--- config.mk ---
export PLATFORM = sky130hd
export DESIGN_NAME = ifetch_ctrl_flat
export DESIGN_NICKNAME = d
export VERILOG_FILES = /design/src/rtl/ifetch_ctrl_if.sv /design/src/rtl/ifetch_ctrl.sv /design/src/flat_wrapper.sv
export SDC_FILE = /design/constraint.sdc
export NUM_CORES = 1
export LEC_CHECK = 0
export CAP_MARGIN = 5
export CORE_MARGIN = 2
export CORE_UTILIZATION = 45
export CTS_CLUSTER_DIAMETER = 120
export DETAILED_ROUTE_END_ITERATION = 10
export PLACE_DENSITY = 0.73
export SLEW_MARGIN = 25
export SYNTH_ARGS = -nofsm -noshare
export SYNTH_HDL_FRONTEND = slang
export SYNTH_SLANG_ARGS = --single-unit
--- constraint.sdc ---
create_clock -name clk -period 2.35 [get_ports clk]
set_input_delay 0.47 -clock clk [delete_from_list [all_inputs] [get_ports clk]]
set_output_delay 0.47 -clock clk [all_outputs]
set_load 0.005 [all_outputs]
--- src/rtl/ifetch_ctrl_if.sv ---
// Instruction-fetch bundle: bus request/response plus the raw_instr/pc hand-off to the fetch stage.
// Latency: none, signal bundle only.
// Backpressure: stall from the fetch stage, redirect_valid overrides it; the bus answers with data_ok pulses.
// Ports (master = fetch controller, slave = instruction bus + downstream pipeline):
//   ireq_valid/ireq_addr       request to the instruction bus
//   iresp_data_ok/iresp_data   one-cycle response pulse and instruction word
//   instr_valid/raw_instr/pc   held instruction presented to the fetch stage
//   stall                      downstream cannot accept this cycle
//   redirect_valid/redirect_pc control-flow change and its target
interface ifetch_ctrl_if;
   logic        ireq_valid;
   logic [63:0] ireq_addr;
   logic        iresp_data_ok;
   logic [31:0] iresp_data;
   logic        instr_valid;
   logic [31:0] raw_instr;
   logic [63:0] pc;
   logic        stall;
   logic        redirect_valid;
   logic [63:0] redirect_pc;

   modport master (
      output ireq_valid, ireq_addr, instr_valid, raw_instr, pc,
      input  iresp_data_ok, iresp_data, stall, redirect_valid, redirect_pc
   );

   modport slave (
      input  ireq_valid, ireq_addr, instr_valid, raw_instr, pc,
      output iresp_data_ok, iresp_data, stall, redirect_valid, redirect_pc
   );
endinterface

--- src/rtl/ifetch_ctrl.sv ---
// Instruction-fetch controller: owns the fetch PC, issues one bus request at a time and holds the returned word.
// Latency: instr_valid rises one cycle after iresp_data_ok; all outputs come straight from registers.
// Backpressure: HOLD persists while stall=1; redirect_valid squashes the held or in-flight instruction.
// Ports:
//   clk     core clock, rising edge
//   resetn  asynchronous active-low reset
//   bus     ifetch_ctrl_if.master (instruction bus request/response, fetch-stage hand-off, stall/redirect)
module ifetch_ctrl #(
   parameter logic [63:0] PCINIT = 64'h8000_0000
) (
   input  logic          clk,
   input  logic          resetn,
   ifetch_ctrl_if.master bus
);

   typedef enum logic [1:0] {
      S_IDLE = 2'd0,
      S_REQ  = 2'd1,
      S_DROP = 2'd2,   // request in flight whose response must be thrown away
      S_HOLD = 2'd3
   } state_e;

   state_e      state_q, state_d;
   logic [63:0] fpc_q, fpc_d;
   logic [63:0] hold_pc_q, hold_pc_d;
   logic [63:0] pend_pc_q, pend_pc_d;
   logic [31:0] hold_instr_q, hold_instr_d;

   // State register
   always_ff @(posedge clk or negedge resetn) begin
      if (!resetn) begin
         state_q <= S_IDLE;
      end else begin
         state_q <= state_d;
      end
   end

   // Next-state logic
   always_comb begin
      state_d = state_q;
      case (state_q)
         S_IDLE: state_d = S_REQ;
         S_REQ: begin
            if (bus.redirect_valid) begin
               // A redirect landing with the response re-requests straight away
               if (!bus.iresp_data_ok) state_d = S_DROP;
            end else if (bus.iresp_data_ok) begin
               state_d = S_HOLD;
            end
         end
         S_DROP: begin
            if (bus.iresp_data_ok) state_d = S_REQ;
         end
         S_HOLD: begin
            if (bus.redirect_valid || !bus.stall) state_d = S_REQ;
         end
         default: state_d = S_IDLE;
      endcase
   end

   // Datapath next values; the request address only moves when nothing is outstanding
   always_comb begin
      fpc_d        = fpc_q;
      hold_pc_d    = hold_pc_q;
      pend_pc_d    = pend_pc_q;
      hold_instr_d = hold_instr_q;
      case (state_q)
         S_IDLE: begin
            if (bus.redirect_valid) fpc_d = bus.redirect_pc;
         end
         S_REQ: begin
            if (bus.redirect_valid) begin
               pend_pc_d = bus.redirect_pc;
               if (bus.iresp_data_ok) fpc_d = bus.redirect_pc;
            end else if (bus.iresp_data_ok) begin
               hold_instr_d = bus.iresp_data;
               hold_pc_d    = fpc_q;
            end
         end
         S_DROP: begin
            if (bus.redirect_valid) pend_pc_d = bus.redirect_pc;
            if (bus.iresp_data_ok) begin
               // The latest redirect wins, including one arriving with the response
               fpc_d = bus.redirect_valid ? bus.redirect_pc : pend_pc_q;
            end
         end
         S_HOLD: begin
            if (bus.redirect_valid) begin
               fpc_d = bus.redirect_pc;
            end else if (!bus.stall) begin
               fpc_d = hold_pc_q + 64'd4;   // wraps modulo 2^64
            end
         end
         default: ;
      endcase
   end

   always_ff @(posedge clk or negedge resetn) begin
      if (!resetn) begin
         fpc_q        <= PCINIT;
         hold_pc_q    <= '0;
         pend_pc_q    <= '0;
         hold_instr_q <= '0;
      end else begin
         fpc_q        <= fpc_d;
         hold_pc_q    <= hold_pc_d;
         pend_pc_q    <= pend_pc_d;
         hold_instr_q <= hold_instr_d;
      end
   end

   // Outputs: decoded from registered state only
   always_comb begin
      bus.ireq_valid  = (state_q == S_REQ) || (state_q == S_DROP);
      bus.ireq_addr   = fpc_q;
      bus.instr_valid = (state_q == S_HOLD);
      bus.raw_instr   = hold_instr_q;
      bus.pc          = hold_pc_q;
   end

endmodule
--- src/flat_wrapper.sv ---
// flat-port wrapper written by rule: the top's interface ports become plain ports
module ifetch_ctrl_flat 
#(
   parameter logic [63:0] PCINIT = 64'h8000_0000
)
  (clk, resetn, bus_ireq_valid, bus_ireq_addr, bus_instr_valid, bus_raw_instr, bus_pc, bus_iresp_data_ok, bus_iresp_data, bus_stall, bus_redirect_valid, bus_redirect_pc);
  ifetch_ctrl_if bus_i ();
  input  logic clk;
  input  logic resetn;
  output wire logic [$bits(bus_i.ireq_valid)-1:0] bus_ireq_valid;
  output wire logic [$bits(bus_i.ireq_addr)-1:0] bus_ireq_addr;
  output wire logic [$bits(bus_i.instr_valid)-1:0] bus_instr_valid;
  output wire logic [$bits(bus_i.raw_instr)-1:0] bus_raw_instr;
  output wire logic [$bits(bus_i.pc)-1:0] bus_pc;
  input wire logic [$bits(bus_i.iresp_data_ok)-1:0] bus_iresp_data_ok;
  input wire logic [$bits(bus_i.iresp_data)-1:0] bus_iresp_data;
  input wire logic [$bits(bus_i.stall)-1:0] bus_stall;
  input wire logic [$bits(bus_i.redirect_valid)-1:0] bus_redirect_valid;
  input wire logic [$bits(bus_i.redirect_pc)-1:0] bus_redirect_pc;
  assign bus_ireq_valid = bus_i.ireq_valid;
  assign bus_ireq_addr = bus_i.ireq_addr;
  assign bus_instr_valid = bus_i.instr_valid;
  assign bus_raw_instr = bus_i.raw_instr;
  assign bus_pc = bus_i.pc;
  assign bus_i.iresp_data_ok = bus_iresp_data_ok;
  assign bus_i.iresp_data = bus_iresp_data;
  assign bus_i.stall = bus_stall;
  assign bus_i.redirect_valid = bus_redirect_valid;
  assign bus_i.redirect_pc = bus_redirect_pc;
  ifetch_ctrl #(.PCINIT(PCINIT)) u_core (.clk(clk), .resetn(resetn), .bus(bus_i));
endmodule
==> results.ini <==
[timing]
drv_slew = 0
finalCritPeriodShare = 0.979
slew_headroom = 0.513
setup_viol = 0
grt_setup_unrepaired = yes
worst-slew-pin-transition_ps = 727
min_period_ps = 2300
clock.fmax_ghz = 0.435
finClkSkew_ps = 10.0
holdWs_ps = 466
finalHoldViolCount = 0

[global_route]
grt_max_degree = 61
grt_util_all_layers = 0.258
grt_pass1_wl_um = 50600
grt_pass1_vias = 9488
antenna_found_initial = 6
overflow = 0

[clocking]
ctsRootBufferMaster = clkbuf_16
cts_tree = done
clk_pin_slew_ps = 60
cts_made_buffers = 25
htree_num_levels = 1
cts_num_sinks = 226
clock_path_buffers = 3
clk_latency_ps = 520

[yosys]
syn-cell-area_mm2 = 0.0107
synth_top_area_share = 0.525
ys.flop_type = dfrtp_1
ys_ff_latch = 226
yosys_warnings = 0
yosysTopAreaCell = dfrtp_1
synth_nets = 1036
synth.avg_cell_area_um2 = 11.5
synthTopCellsByArea = dfrtp_1 (53%), mux2_2 (17%), a221oi_1 (3.4%)
synth_edf_count = 0
yosysSeqAreaShare = 0.528
ys_async_sr_fraction = 1.00
syn_inst = 930
yosysUniqueCellTypes = 51

[critical_path]
crit_path_max_fanout = 9
critPathMaxStageDelay_ps = 520
cp_slowest_cell = clkdlybuf4s50_1
end_kind = output port
r2r_start = u_core.state_q[1]
start_kind = flip-flop
cp.arrival_ps = 1830
reg2reg_depth = 8
reg2reg_slack_ps = 50
crit_chain = ha_4, buf_6, clkdlybuf4s50_1
critPathRequiredTime_ps = 1880
crit_type = flip-flop to output port
worst_r2r_endpoint = u_core.bus.ireq_addr[32]

[routing]
drcViolationCount = 0
dr.pass1.iters = 5
wl_um = 32300
routed_via_density = 5.69
drtIter0Drc = 569
vias = 9066
wl_per_cell_um = 20.3
ant_nets = 0

[floorplan]
start_util = 0.458
die_area_mm2 = 0.0251
core_mm2 = 0.0234
io_pins = 263
die_h_um = 158
fp.dieW_um = 158
fp-row-count = 56

[power]
seqPwrFrac = 0.348
p_comb_frac = 0.474
intPower_mw = 14.2
peakVddDrop_mv = 0.926
p_leak_nw = 6.20
switching_power_mw = 7.44
fin_total_pwr_mw = 21.6
switching_share = 0.344
p_per_area_mw_per_mm2 = 1410
pwr-share-clk = 0.179

[placed_design]
io_buffers = 262
place_hpwl_um = 22400
gp_congestion = 0.841

[flow_run]
drv_cap = 0

[hold_path]
hp-start = bus_redirect_valid
min_to = u_core.state_q[1]
holdCritPathClass = input port to flip-flop
hold_depth = 4

[final_layout]
layout_commonest_cell = clkdlybuf4s50_1
drive_gt1_frac = 0.266
syn_to_final_growth_pct = 43.4
nNetsFinal = 1359
mostFrequentLayoutCells = clkdlybuf4s50_1 (259), dfrtp_1 (223), mux2_2 (165), buf_4 (79), nor2_1 (68)

[outcome]
status = finished, final reports clean

[critical path, delay by kind of cell (launching register included)]
kind,cells,cell delay [ps]
flops,1,420
buf+inv,2,690
fa+ha+maj,1,210
[metal layers]
layer | vias to the layer above | track usage | part of all wire
met1 | 4543 | 0.336 | 0.40
li1 | 4089 | - | -
met5 | - | 0 | 0.00093
met2 | 365 | 0.424 | 0.48
met3 | 65 | 0.0626 | 0.083
met4 | 4 | 0.0875 | 0.027
[synth_stat cells (2+ instances only)]
| master | number |
|---|---|
| nor3_1 | 11 |
| o2bb2ai_1 | 4 |
| nand2b_1 | 2 |
| inv_1 | 14 |
| a221oi_1 | 41 |
| buf_1 | 10 |
| a22o_1 | 2 |
| a21oi_1 | 22 |
| ha_1 | 5 |
| nor2b_1 | 2 |
| clkbuf_1 | 47 |
| o22ai_1 | 32 |
| mux2_2 | 165 |
| o22a_1 | 2 |
| o21ai_0 | 39 |
| o31a_1 | 5 |
| and4_1 | 2 |
| nand2_1 | 53 |
| buf_2 | 2 |
| a22oi_1 | 13 |
| and3_1 | 13 |
| o21ai_1 | 2 |
| a222oi_1 | 9 |
| a21o_1 | 2 |
| xnor2_1 | 41 |
| nand3_1 | 24 |
| o21a_1 | 5 |
| a41oi_1 | 2 |
| nor3_2 | 2 |
| dfrtp_1 | 225 |
| nor4_1 | 14 |
| nand4_1 | 19 |
| xor2_1 | 13 |
| nor2_1 | 69 |
[power groups by stage]
stage	Sequential [mW]	Combinational (mW)	Clock (mW)
5_1_grt	7.76	11.1	4.10
2_1_floorplan	7.44	4.55	0
3_5_place_dp	7.51	10.0	0
3_3_place_gp	7.42	9.82	0
6_report	7.52	10.2	3.86
4_1_cts	7.47	10.1	3.94
[layout make-up]
class	instances	area [µm²]
inverter	15	56.3
tap	319	399
fill	1846	8040
multi-input combinational	629	4940
sequential	226	5660
antenna	3	7.51
timing repair buffer	356	3490
clock inverter	5	50.0
clock buffer	39	758
[cell families (layout without fill, tap and decap cells)]
family	Yosys count	after routing	synth area share
flops	226	226	0.528
simple gates	221	221	0.102
compound gates	184	184	0.119
mux	165	165	0.173
buf+inv	75	415	0.0272
xor+xnor	54	54	0.0441
fa+ha+maj	5	5	0.00584
other cells	0	3	0
[worst max path at each step]
stage | start | slack (ps) | endpoint | depth (start not counted)
after floorplan | u_core.state_q[0] | 4 | u_core.bus.ireq_addr[22] | 11
after global placement | u_core.bus.pc[3] | -30 | u_core.bus.ireq_addr[60] | 7
after detailed placement | u_core.bus.pc[3] | -40 | u_core.bus.ireq_addr[60] | 7
after CTS | u_core.bus.pc[3] | 4 | u_core.bus.ireq_addr[42] | 9
after global routing | u_core.bus.pc[15] | -80 | u_core.bus.ireq_addr[63] | 8
final | u_core.state_q[0] | 50 | bus_instr_valid | 3
[registers in the layout (all words and copies together) (netlist names)]
signal / count
u_core.bus.ireq_addr: 64
u_core.bus.pc: 64
u_core.bus.raw_instr: 32
u_core.pend_pc_q: 64
u_core.state_q: 2
[stage by stage]
stage | instance area, µm² | cells | setup WS (ps) | util | TNS (ps)
2_1_floorplan | 10700 | 930 | 3.69 | - | 0
3_3_place_gp | 14300 | 1533 | -26.2 | 0.612 | -26.2
3_5_place_dp | 14300 | 1533 | -40.7 | 0.612 | -40.9
4_1_cts | 15200 | 1580 | 3.84 | 0.649 | 0
5_1_grt | 15400 | 1590 | -78.4 | 0.656 | -121
6_report | 15400 | 1592 | 48.6 | 0.656 | 0
[what timing repair did]
action,CTS,global route
hold buffers,1,0
gates resized for setup,6,22
cloned,0,0
hold endpoints to repair,55,0
buffers inserted,2,9
pin swaps,1,5
endpoints found under the setup margin,5,38
(Power assumes the default switching activity.)
